===== src/rtl/seq_det_pkg.sv =====
// rtl/seq_det_pkg.sv - shared defaults and helpers for the serial pattern detector
package seq_det_pkg;

    localparam int             DEF_LEN     = 3;
    localparam logic [2:0]     DEF_PATTERN = 3'b101;
    localparam int             DEF_CNT_W   = 8;

    // All-ones value of a w-bit counter, returned zero-extended to 32 bits.
    function automatic logic [31:0] sat_value(input int w);
        if (w >= 32) begin
            return 32'hFFFF_FFFF;
        end
        return (32'd1 << w) - 32'd1;
    endfunction

endpackage


===== src/rtl/sat_counter.sv =====
// rtl/sat_counter.sv - saturating up-counter with clear priority and saturation flag
module sat_counter
    import seq_det_pkg::*;
#(
    parameter int W = DEF_CNT_W
) (
    input  logic         clk,
    input  logic         rst,
    input  logic         inc,
    input  logic         clr,
    output logic [W-1:0] cnt,
    output logic         sat
);

    localparam logic [W-1:0] MAX = W'(sat_value(W));

    logic [W-1:0] cnt_nxt;

    // Clear wins but still records a coincident increment; otherwise count up and stick at all-ones.
    always_comb begin
        cnt_nxt = cnt;
        if (clr) begin
            cnt_nxt = inc ? W'(1) : '0;
        end else if (inc && (cnt != MAX)) begin
            cnt_nxt = cnt + 1'b1;
        end
    end

    // Register the count; sat looks at the next value so it rises together with cnt hitting all-ones.
    always_ff @(posedge clk or negedge rst) begin
        if (!rst) begin
            cnt <= '0;
            sat <= 1'b0;
        end else begin
            cnt <= cnt_nxt;
            sat <= (cnt_nxt == MAX);
        end
    end

endmodule


===== src/rtl/seq_detector_param.sv =====
// rtl/seq_detector_param.sv - parametrised serial bit-pattern detector with match counter
module seq_detector_param
    import seq_det_pkg::*;
#(
    parameter int             LEN     = DEF_LEN,
    parameter logic [LEN-1:0] PATTERN = DEF_PATTERN,
    parameter bit             OVERLAP = 1'b1,
    parameter int             CNT_W   = DEF_CNT_W
) (
    input  logic             clk,
    input  logic             rst,
    input  logic             in,
    input  logic             in_valid,
    input  logic             clr_cnt,
    output logic             det,
    output logic [CNT_W-1:0] match_cnt,
    output logic             cnt_sat
);

    localparam int             FW   = $clog2(LEN);
    localparam logic [FW-1:0]  FULL = FW'(LEN - 1);

    logic [LEN-2:0] window;
    logic [FW-1:0]  fill;
    logic [LEN-1:0] cand;
    logic           match;

    // The incoming bit completes a LEN-bit candidate; only trust it once the window holds LEN-1 real bits.
    always_comb begin
        cand  = {window, in};
        match = in_valid && (fill == FULL) && (cand == PATTERN);
    end

    // Shift the window on valid bits; in non-overlap mode a match discards the bits it consumed.
    always_ff @(posedge clk or negedge rst) begin
        if (!rst) begin
            window <= '0;
            fill   <= '0;
            det    <= 1'b0;
        end else begin
            det <= match;
            if (in_valid) begin
                window <= cand[LEN-2:0];
                if (match && !OVERLAP) begin
                    fill <= '0;
                end else if (fill != FULL) begin
                    fill <= fill + 1'b1;
                end
            end
        end
    end

    sat_counter #(
        .W (CNT_W)
    ) u_match_cnt (
        .clk (clk),
        .rst (rst),
        .inc (match),
        .clr (clr_cnt),
        .cnt (match_cnt),
        .sat (cnt_sat)
    );

endmodule


===== config.mk =====
export PLATFORM = sky130hd
export DESIGN_NAME = seq_detector_param
export DESIGN_NICKNAME = d
export VERILOG_FILES = /design/src/rtl/seq_det_pkg.sv /design/src/rtl/sat_counter.sv /design/src/rtl/seq_detector_param.sv
export SDC_FILE = /design/constraint.sdc
export NUM_CORES = 1
export LEC_CHECK = 0
export BUFFER_PORTS_ARGS = -buffer_cell sky130_fd_sc_hd__buf_4
export CORE_MARGIN = 4
export CORE_UTILIZATION = 56
export CTS_CLUSTER_DIAMETER = 150
export DETAILED_ROUTE_END_ITERATION = 12
export GPL_TIMING_DRIVEN = 0
export PLACE_DENSITY = 0.84
export SLEW_MARGIN = 0
export SYNTH_ARGS = -nofsm -noshare
export SYNTH_HDL_FRONTEND = slang
export SYNTH_HIERARCHICAL = 1
export SYNTH_SLANG_ARGS = --single-unit

===== constraint.sdc =====
create_clock -name clk -period 4.24 [get_ports clk]
set_clock_uncertainty 0.1 [all_clocks]
set_input_delay 0.424 -clock clk [delete_from_list [all_inputs] [get_ports clk]]
set_output_delay 0.424 -clock clk [all_outputs]
set_load 0.03 [all_outputs]

### Word level (Yosys, flattened, before mapping)

Cells that the tools add are included.
W data, S select, Z words.

* input port bits: 5
* output and inout bits: 10
* word-level logic and storage cells: 19
* bits in registers: 14

* reductions and logical operators: 4
* equal/unequal tests: 5
* add/sub/neg operators: 2
* muxes and demuxes: 3

Operators by type and width (count)
* $mux W8: 2
* $add A8 B1 Y8 const B: 1
* $eq A8 B8 Y1 const B: 1
* $ne A8 B8 Y1 const B: 1
* $eq A3 B3 Y1 const B: 1
* $logic_and A1 B1 Y1: 3
* $add A2 B1 Y2 const B: 1
* $eq A2 B2 Y1 const B: 1
* $ne A2 B2 Y1 const B: 1
* $reduce_and A2 Y1: 1
* $mux W1: 1

### Longest topological paths before layout

Gate-level depths: netlist of the first run.

* depth after elaboration: 7
* mapped depth: 8

### By module

The synthesis of the first run kept the hierarchy.

Modules (own cells, without submodules)
* sat_counter: instances 1, area an instance 544.3 um^2, cells an instance 56, sequential area each 225.2 um^2
* seq_detector_param: instances 1, area an instance 212.7 um^2, cells an instance 15, sequential area each 125.1 um^2

### Worst setup path before layout of the first run

OpenSTA, ideal clock, no wires.

* kind: register to register
* start point: reg fill[0]
* end point: reg u_match_cnt.cnt[7]
* cell stages (with the launch flop): 9
* setup time: 129 ps
* arrival time: 1746 ps
* required time: 4011 ps
* setup slack: 2265 ps
* path buffers: 0
* cells stage by stage: dfrtp_1 > inv_1 > ha_1 > nand3_1 > nor3b_2 > nand4_2 > a2111oi_2 > xnor2_1 > nor2_1

* cells in the longest elaborated chain, start to end: 6

RTL lines
* start, declared: RTL line seq_detector_param.sv:24 `logic [FW-1:0] fill;`
* start signal, assigned: RTL line seq_detector_param.sv:47 `fill <= fill + 1'b1;`
* $eq A2 B2 Y1: RTL line seq_detector_param.sv:31 `match = in_valid && (fill == FULL) && (cand == PATTERN);`
* $logic_and A1 B1 Y1 (2 in series): RTL line seq_detector_param.sv:31
* via match: RTL line seq_detector_param.sv:26 `logic match;`
* $logic_and A1 B1 Y1: RTL line sat_counter.sv:24 `end else if (inc && (cnt != MAX)) begin`
* $mux W8: RTL line sat_counter.sv:24
* $mux W8: RTL line sat_counter.sv:22 `if (clr) begin`
* via u_match_cnt.cnt_nxt[7]: RTL line sat_counter.sv:17 `logic [W-1:0] cnt_nxt;`
* end signal, assigned: RTL line sat_counter.sv:35 `cnt <= cnt_nxt;`
* end, declared: RTL line sat_counter.sv:11 `output logic [W-1:0] cnt,`

The timed path passes the listed nets, and every way through them passes these cells.
A chain may end at the register's enable or synchronous reset.

### Final worst setup path of the first run

* start point: reg fill[0]
* end point: reg u_match_cnt.sat

* cells in the longest elaborated chain, start to end: 7
* elaborated cells on any way between the ends: 8
* classes of those cells: 2 x eq/ne; 3 x mux; 3 x reduce/logical

RTL lines
* $eq A2 B2 Y1 *: RTL line seq_detector_param.sv:31
* $logic_and A1 B1 Y1 * (2 in series): RTL line seq_detector_param.sv:31
* via match: RTL line seq_detector_param.sv:26
* $logic_and A1 B1 Y1: RTL line sat_counter.sv:24
* $mux W8: RTL line sat_counter.sv:24
* $mux W8 *: RTL line sat_counter.sv:22
* $eq A8 B8 Y1 *: RTL line sat_counter.sv:36 `sat <= (cnt_nxt == MAX);`
* end signal, assigned: RTL line sat_counter.sv:36
* end, declared: RTL line sat_counter.sv:12 `output logic sat`

Mark *: on every way through the listed nets, which the timed path passes. The rest lies on a longest branch.

==> flow_metrics.env, run 1 <==
export IMPL_status="finished clean"
export IMPL_leakagePower_nw=0.4282
export IMPL_crit_type="reg -> reg"
export IMPL_place_gp_congestion=0.8059
export IMPL_cts_clk_slew_worst_paths_ps=70
export IMPL_syn_area_um2=757.0
export IMPL_drt_wl_total_mm=1.527
export IMPL_root_buffer="clkbuf_4"
export IMPL_tns_ps=0
export IMPL_multi_input_area_um2=386.6
export IMPL_route_vias_total=623
export IMPL_yosysSeqAreaShare_pct=46.28
export IMPL_reg2reg_from="fill[0]$_DFFE_PN0P_"
export IMPL_fin_crit_ps=2333
export IMPL_overflow=0
export IMPL_htree_levels=1
export IMPL_synth_ff_type="dfrtp_1"
export IMPL_ys_ff_latch=14
export IMPL_core_area_um2=1186
export IMPL_drt_iter0_markers=30
export IMPL_synth_fp_nets=78
export IMPL_synth_yosys_warnings=6
export IMPL_fillCellCount=76
export IMPL_syn_inst=71
export IMPL_clk_path_buf_depth=2
export IMPL_critPathLaunchType="flip-flop"
export IMPL_cts_sinks=14
export IMPL_slew_violations=0
export IMPL_ir_worst_vdd_mv=0.2856
export IMPL_worstHoldEndpoint="window[0]$_DFFE_PN0P_"
export IMPL_r2r_setup_slack_ps=1910
export IMPL_grt_max_degree=15
export IMPL_synthToLayoutAreaGrowth_pct=19.50
export IMPL_yosys_cell_count_top_type="dfrtp_1"
export IMPL_io_pins=15
export IMPL_fin_crit_sh_pct=55.02
export IMPL_postRouteAntennaNets=0
export IMPL_layout_drive_gt1_share_pct=31.82
export IMPL_p_clk_share_pct=24.7
export IMPL_initial_utilization_pct=63.82
export IMPL_cts_resized=0
export IMPL_placed_cells=98
export IMPL_routed_via_density=6.108
export IMPL_n_antenna_cell=0
export IMPL_first_pass_iters=4
export IMPL_cp_required_ps=4300
export IMPL_die_area_um2=2004
export IMPL_rows=12
export IMPL_p_int_w=0.0002084
export IMPL_ys_top_cells_by_area="dfrtp_1 46%, and4_2 4.0%, mux2i_1 4.0%"
export IMPL_numCtsBuffers=3
export IMPL_synth_top_area_cell="dfrtp_1"
export IMPL_io_buffer_count=13
export IMPL_arrival_ps=2390
export IMPL_synthTopCellsByCount="14 x dfrtp_1, 5 x nor2_1"
export IMPL_ys_types=32
export IMPL_design_area_um2=904.6
export IMPL_power_density_nw_per_um2=310.7
export IMPL_placed_cell_area_um2=872.1
export IMPL_cp_end_kind="flip-flop"
export IMPL_worst_pin_slew_ps=563.6
export IMPL_synthArstFlopShare_pct=100.0
export IMPL_grt_pass1_vias=609
export IMPL_power_w=0.0002811
export IMPL_insertion_delay_ps=270
export IMPL_cap_viol_max_count=0
export IMPL_crit_path_start="fill[0]$_DFFE_PN0P_"
export IMPL_die_w_um=44.77
export IMPL_min_delay_path_depth=2
export IMPL_r2r_cells=8
export IMPL_dpl_hpwl_mm=1.170
export IMPL_grt_first_pass_wirelength_mm=2.704
export IMPL_drc_errors=0
export IMPL_regArea_um2=350.3
export IMPL_hold_start="in"
export IMPL_clock_fmax_mhz=428.6
export IMPL_antenna_found_initial=0
export IMPL_rsz0062_at_grt="no"
export IMPL_maxSlewHeadroom_pct=62.26
export IMPL_final_util_pct=76.27
export IMPL_swShare_pct=25.86
export IMPL_hp_class="in -> reg"
export IMPL_synth_edf_count=0
export IMPL_nets=97
export IMPL_p_sw_w=0.00007267
export IMPL_die_h_um=44.77
export IMPL_hold_viol=0
export IMPL_synth_top_area_share_pct=46.28
export IMPL_finalNonFillerCells=102
export IMPL_power_frac_seq_pct=55.8
export IMPL_reg2reg_to="u_match_cnt/sat$_DFF_PN0_"
export IMPL_grt_usage_pct=18.65
export IMPL_wire_per_inst_um=14.97
export IMPL_cp_max_fo=9
export IMPL_power_frac_comb_pct=19.5
export IMPL_setup_viol=0
export IMPL_synth_area_per_cell_um2=10.66
export IMPL_cts_tree="built"
power groups by stage:
stage	clock network (W)	registers, W	logic (W)
2_1_floorplan	0	0.000160	0.0000360
3_3_place_gp	0	0.000159	0.0000502
3_5_place_dp	0	0.000160	0.0000553
4_1_cts	0.0000732	0.000157	0.0000566
5_1_grt	0.0000805	0.000160	0.0000627
6_report	0.0000695	0.000157	0.0000547
layout by cell type (no fill, tap or decap), types with 2 or more instances in the layout:
master and count:
mux2_2 2, a21oi_1 2, nor3_1 3, xnor2_1 3, nand3_1 3, clkbuf_4 3
and3_1 3, o211ai_1 2, and4_2 3, buf_4 13, mux2i_1 3, dfrtp_1 14
ha_1 2, nor2_1 5, and2_1 2, nand2_1 3, inv_1 3, nor4_1 2
timing repair:
item | 4_1_cts | 5_1_grt
hold buffers | 1 | 0
buffers inserted | 0 | 0
endpoints found under the setup margin | 0 | 0
endpoints found under the hold margin | 14 | 0
stage by stage:
stage	hold WS [ps]	worst slack [ps]
floorplan	28.41	2265
global placement	179.6	1943
detailed placement	180.6	1935
CTS	284.9	1887
global route	284.4	1677
finish	295.1	1907
layer usage:
metal / global-route usage (%) / part of all wire, %
met5: 0 / 0
met4: 7.229 / 0.52
met3: 4.781 / 9.3
met2: 29.51 / 50
met1: 24.25 / 40
worst max-delay path, stage by stage, from the launching register on:
cell and delay, ps:
dfrtp_1 390, inv_1 60, ha_1 160, nand3_1 80, nor3b_2 510, a41oi_1 240, nor4_1 290, o21ai_0 130
nor4_1 270
flip-flops by register name (all words and copies together) (netlist names):
| register | flops |
|---|---|
| fill | 2 |
| u_match_cnt/sat | 1 |
| det | 1 |
| u_match_cnt/cnt | 8 |
| window | 2 |
kinds of logic (layout without fill, tap and decap cells):
family                   Yosys count  count (layout)  synth area share (%)
AO/OA/AOI/OAI                     12              12                 12.40
XOR/XNOR                           3               3                 3.472
adder cells (fa/ha/maj)            2               2                 3.305
buffers and inverters              5              22                 2.643
flip-flops                        14              14                 46.28
multiplexers                       5               5                 6.942
AND/OR/NAND/NOR                   30              30                 24.96
area by class of cell:
class,instances,area share (%)
flip-flops and latches,14,38.73
inverters,3,1.245
clock buffers,3,2.490
plain buffers,2,0.9682
well taps,14,1.936
repair buffers,14,11.89
multi-input cells,52,42.74
how the worst max path moves through the flow:
stage	end	slack [ps]	cells past startpoint
2_1_floorplan	u_match_cnt/cnt[7]$_DFF_PN0_	2270	8
3_3_place_gp	u_match_cnt/sat$_DFF_PN0_	1940	8
3_5_place_dp	u_match_cnt/sat$_DFF_PN0_	1940	8
4_1_cts	u_match_cnt/sat$_DFF_PN0_	1890	8
5_1_grt	u_match_cnt/sat$_DFF_PN0_	1680	8
6_report	u_match_cnt/sat$_DFF_PN0_	1910	8
No activity file was read; power rests on OpenSTA's default activity.
==> run 2, diff against run 1 <==
CORE_UTILIZATION = 52   (was 56)
PLACE_DENSITY = 0.79   (was 0.84)
clock period = 2.3 ns   (was 4.24 ns; I/O delays follow)
==> run 2 against run 1 <==
Net effect:
- global-route usage decreased by 1.6 points
- register-to-register slack lost 1800 ps
- first-iteration DRC count down 67%
- maximum frequency grew 8.4%
- utilization shrank 6.2 points
- combinational power increased by 96%
- sequential share of layout area is 1.2 points lower
- flip-flop and latch count unchanged
- die area up 6.3%
- critical endpoint unchanged
==> flow_metrics.env, run 2 (synthesis results as in run 1) <==
export IMPL_cts_sinks=14
export IMPL_htree_levels=1
export IMPL_power_w=0.0005280
export IMPL_crit_path_frequent_cell="nor4_1"
export IMPL_die_w_um=46.16
export IMPL_synthToLayoutAreaGrowth_pct=23.47
export IMPL_fin_crit_sh_pct=93.59
export IMPL_status="finished clean"
export IMPL_top_regs="u_match_cnt/cnt x8, fill x2, window x2"
export IMPL_drt_iter0_markers=10
export IMPL_power_density_nw_per_um2=564.9
export IMPL_crit_chain="inv_1, ha_1, nand3_1, nor3b_4, a41oi_1, nor4_1, o21ai_0, nor4_1"
export IMPL_insertion_delay_ps=270
export IMPL_crit_family="simple AND/OR/NAND/NOR gates"
export IMPL_max_flop_register="u_match_cnt/cnt"
export IMPL_grt_max_degree=15
export IMPL_tns_ps=0
export IMPL_grt_usage_pct=17.09
export IMPL_cp_buffers_inverters=1
export IMPL_place_gp_congestion=0.8022
export IMPL_antenna_found_initial=0
export IMPL_route_vias_total=622
export IMPL_cp_required_ps=2370
export IMPL_arrival_ps=2230
export IMPL_slew_violations=0
export IMPL_nets=100
export IMPL_worst_pin_slew_ps=355.4
export IMPL_setup_viol=0
export IMPL_drt_wl_total_mm=1.543
export IMPL_core_area_um2=1334
export IMPL_maxSlewHeadroom_pct=76.31
export IMPL_n_antenna_cell=0
export IMPL_cp_end_kind="flip-flop"
export IMPL_die_area_um2=2130
export IMPL_fin_crit_ps=2152
export IMPL_critPathLaunchType="flip-flop"
export IMPL_layout_drive_gt1_share_pct=34.07
export IMPL_clk_path_buf_depth=2
export IMPL_grt_pass1_vias=599
export IMPL_cap_viol_max_count=0
export IMPL_initial_utilization_pct=56.75
export IMPL_drc_errors=0
export IMPL_final_common_cell="buf_4"
export IMPL_leakagePower_nw=0.4495
export IMPL_cts_tree="built"
export IMPL_numCtsBuffers=3
export IMPL_regArea_um2=350.3
export IMPL_cts_clk_slew_worst_paths_ps=80
export IMPL_clock_fmax_mhz=464.6
export IMPL_crit_type="reg -> reg"
export IMPL_overflow=0
export IMPL_largest_reg_flops=8
export IMPL_ir_worst_vdd_mv=0.4326
export IMPL_cp_max_fo=5
export IMPL_fillCellCount=112
export IMPL_rows=13
export IMPL_critical_path_max_stage_delay_ps=410
export IMPL_dpl_hpwl_mm=1.125
export IMPL_grt_first_pass_wirelength_mm=2.546
export IMPL_io_pins=15
export IMPL_cp_slowest_cell="dfrtp_1"
export IMPL_die_h_um=46.16
export IMPL_first_pass_iters=4
export IMPL_io_buffer_count=13
export IMPL_wire_per_inst_um=14.56
export IMPL_multi_input_area_um2=392.9
export IMPL_holdWs_ps=112.7
export IMPL_routed_via_density=5.868
export IMPL_layout_common_cells="16 x buf_4, 14 x dfrtp_1, 5 x nor2_1"
export IMPL_hold_viol=0
export IMPL_root_buffer="clkbuf_4"
export IMPL_postRouteAntennaNets=0
export IMPL_final_util_pct=70.08
export IMPL_hp_class="in -> reg"
[run 2: cell types whose count changed in the layout (fill, tap and decap cells not counted), sizes merged]
cell | before | now
buf | 14 | 17
[run 2: stage by stage]
step | setup WS (ps) | instance area [um^2] | cells
2_1_floorplan | 325.3 | 757.0 | 71
3_3_place_gp | -24.83 | 873.3 | 99
3_5_place_dp | -55.42 | 873.3 | 99
4_1_cts | 32.25 | 912.1 | 103
5_1_grt | -42.83 | 934.6 | 106
6_report | 147.5 | 934.6 | 106
[run 2: layer usage]
metal	global-route usage (%)	vias up	share of wire, %
li1	-	304	-
met5	0	-	0
met4	6.818	0	0.84
met2	29.67	17	49
met1	20.00	299	44
met3	3.906	2	5.4
[run 2: where the power goes]
part	internal, W	switching, W
sequential	0.000272	0.0000208
clock	0.0000605	0.0000679
combinational	0.0000548	0.0000519
[run 2: path summary, 6_finish.rpt]
path | from | end | cells after the start | slack [ps]
worst max register to register | fill[0]$_DFFE_PN0P_ | u_match_cnt/sat$_DFF_PN0_ | 8 | 150
min in group asynchronous | rst | window[1]$_DFFE_PN0P_ | 2 | 240
max in group asynchronous | rst | det$_DFF_PN0_ | 2 | 1690
worst max-delay path | fill[0]$_DFFE_PN0P_ | u_match_cnt/sat$_DFF_PN0_ | 8 | 150
worst min register to register | fill[0]$_DFFE_PN0P_ | fill[0]$_DFFE_PN0P_ | 1 | 430
worst min-delay path | in | window[0]$_DFFE_PN0P_ | 2 | 110
[run 2: cell type report]
cell class	count	share of cell area, %
multi-input cells	52	42.03
flip-flops and latches	14	37.48
repair buffers	17	13.92
clock buffers	3	2.410
well taps	15	2.008
inverters	3	1.205
plain buffers	2	0.9371
[run 2: timing repair]
action,CTS,global route
setup endpoints to repair,1,1
hold buffers,1,0
gates resized for setup,1,0
pin swaps,0,1
hold endpoints to repair,14,0
setup buffers,0,3
==> run 3, diff against run 2 <==
clock period = 2.4 ns   (was 2.3 ns; I/O delays follow)
==> run 3 against run 2 <==
Net effect:
- critical path depth is the same
- via count shrank 1.6%
- combinational power down 5%
- worst setup slack gained 99 ps
- worst hold slack improved by 13 ps
- clock power down 5%
- flip-flop and latch count unchanged
- cell count is the same
- critical endpoint unchanged
==> flow_metrics.env, run 3 (synthesis results as in run 1) <==
export IMPL_overflow=0
export IMPL_power_density_nw_per_um2=539.4
export IMPL_postRouteAntennaNets=0
export IMPL_cts_clk_slew_worst_paths_ps=70
export IMPL_grt_usage_pct=17.01
export IMPL_fin_crit_sh_pct=89.71
export IMPL_initial_utilization_pct=56.75
export IMPL_reg2reg_from="fill[0]$_DFFE_PN0P_"
export IMPL_htree_levels=1
export IMPL_clock_fmax_mhz=464.5
export IMPL_fin_crit_ps=2153
export IMPL_insertion_delay_ps=270
export IMPL_slew_violations=0
export IMPL_die_h_um=46.16
export IMPL_cp_end_kind="flip-flop"
export IMPL_place_gp_congestion=0.8022
export IMPL_drt_wl_total_mm=1.532
export IMPL_core_area_um2=1334
export IMPL_hold_viol=0
export IMPL_tns_ps=0
export IMPL_route_vias_total=612
export IMPL_crit_path_start="fill[0]$_DFFE_PN0P_"
export IMPL_grt_max_degree=15
export IMPL_power_w=0.0005041
export IMPL_drt_iter0_markers=9
export IMPL_multi_input_area_um2=392.9
export IMPL_die_area_um2=2130
export IMPL_placed_cell_area_um2=873.3
export IMPL_layout_drive_gt1_share_pct=34.07
export IMPL_hp_class="in -> reg"
export IMPL_nets=100
export IMPL_regArea_um2=350.3
export IMPL_min_delay_path_depth=2
export IMPL_status="finished clean"
export IMPL_cts_sinks=14
export IMPL_routed_via_density=5.774
export IMPL_fillCellCount=112
export IMPL_rows=13
export IMPL_grt_first_pass_wirelength_mm=2.539
export IMPL_worst_pin_slew_ps=357.3
export IMPL_hold_start="in"
export IMPL_leakagePower_nw=0.4495
export IMPL_ir_worst_vdd_mv=0.4093
export IMPL_wire_per_inst_um=14.45
export IMPL_design_area_um2=934.6
export IMPL_arrival_ps=2220
export IMPL_crit_type="reg -> reg"
export IMPL_setup_viol=0
export IMPL_root_buffer="clkbuf_4"
export IMPL_antenna_found_initial=0
export IMPL_top_regs="u_match_cnt/cnt x8, fill x2, window x2"
export IMPL_layout_common_cells="16 x buf_4, 14 x dfrtp_1, 5 x nor2_1"
export IMPL_largest_reg_flops=8
export IMPL_max_flop_register="u_match_cnt/cnt"
export IMPL_first_pass_iters=4
export IMPL_maxSlewHeadroom_pct=76.18
export IMPL_io_buffer_count=13
export IMPL_grt_pass1_vias=603
export IMPL_r2r_cells=8
export IMPL_synthToLayoutAreaGrowth_pct=23.47
export IMPL_n_antenna_cell=0
export IMPL_cp_required_ps=2470
export IMPL_final_util_pct=70.08
export IMPL_drc_errors=0
export IMPL_cap_viol_max_count=0
export IMPL_rsz0062_at_grt="no"
export IMPL_numCtsBuffers=3
export IMPL_clk_path_buf_depth=2
export IMPL_cp_max_fo=5
export IMPL_io_pins=15
export IMPL_critPathLaunchType="flip-flop"
export IMPL_final_common_cell="buf_4"
export IMPL_dpl_hpwl_mm=1.125
export IMPL_cts_tree="built"
export IMPL_die_w_um=46.16
==> run 3: cell counts in the layout (fill, tap and decap cells not counted) <==
Identical to the previous run, type by type.
==> run 3: worst max-delay path, cell delays in order (launching register included) <==
cell	delay, ps
dfrtp_1	410
inv_1	70
ha_1	150
nand3_1	110
nor3b_4	290
a41oi_1	180
nor4_1	330
o21ai_0	170
nor4_1	240
==> run 3: report_power, final <==
part / internal (W) / leakage (nW) / total, W / switching [W]
Sequential: 0.000261 / 0.186 / 0.000281 / 0.0000200
Combinational: 0.0000525 / 0.249 / 0.000102 / 0.0000495
Clock: 0.0000579 / 0.0138 / 0.000121 / 0.0000635
Total: 0.000371 / 0.449 / 0.000504 / 0.000133
==> run 3: final timing paths <==
| path | to | slack, ps |
|---|---|---|
| max reg2reg | u_match_cnt/sat$_DFF_PN0_ | 250 |
| min in group asynchronous | window[1]$_DFFE_PN0P_ | 250 |
| min | window[0]$_DFFE_PN0P_ | 130 |
| max in group asynchronous | det$_DFF_PN0_ | 1790 |
| min reg2reg | fill[0]$_DFFE_PN0P_ | 430 |
| max | u_match_cnt/sat$_DFF_PN0_ | 250 |
==> run 3: cell type report <==
type	instances	area share [%]
repair buffers	17	13.92
inverters	3	1.205
plain buffers	2	0.9371
multi-input cells	52	42.03
well taps	15	2.008
flip-flops and latches	14	37.48
clock buffers	3	2.410
==> run 3: per-layer routing <==
layer | routed length, um | vias up | track usage (%)
met2 | 757 | 13 | 29.67
li1 | - | 303 | -
met5 | 0 | - | 0
met3 | 74 | 2 | 3.906
met1 | 686 | 294 | 19.76
met4 | 13 | 0 | 6.818
==> run 3: through the flow <==
step | cells | setup WS [ps] | hold slack, ps
after global routing | 106 | 56.35 | 113.4
final | 106 | 247.0 | 125.8
after detailed placement | 99 | 44.58 | -2.036
after CTS | 103 | 30.74 | 115.5
after global placement | 99 | 75.17 | -3.260
after floorplan | 71 | 425.3 | -155.6
==> run 3: what timing repair did <==
item	CTS	global route
setup buffers	0	3
hold buffers	1	0
hold endpoints to repair	14	0
setup endpoints to repair	0	1
resized for setup	0	1
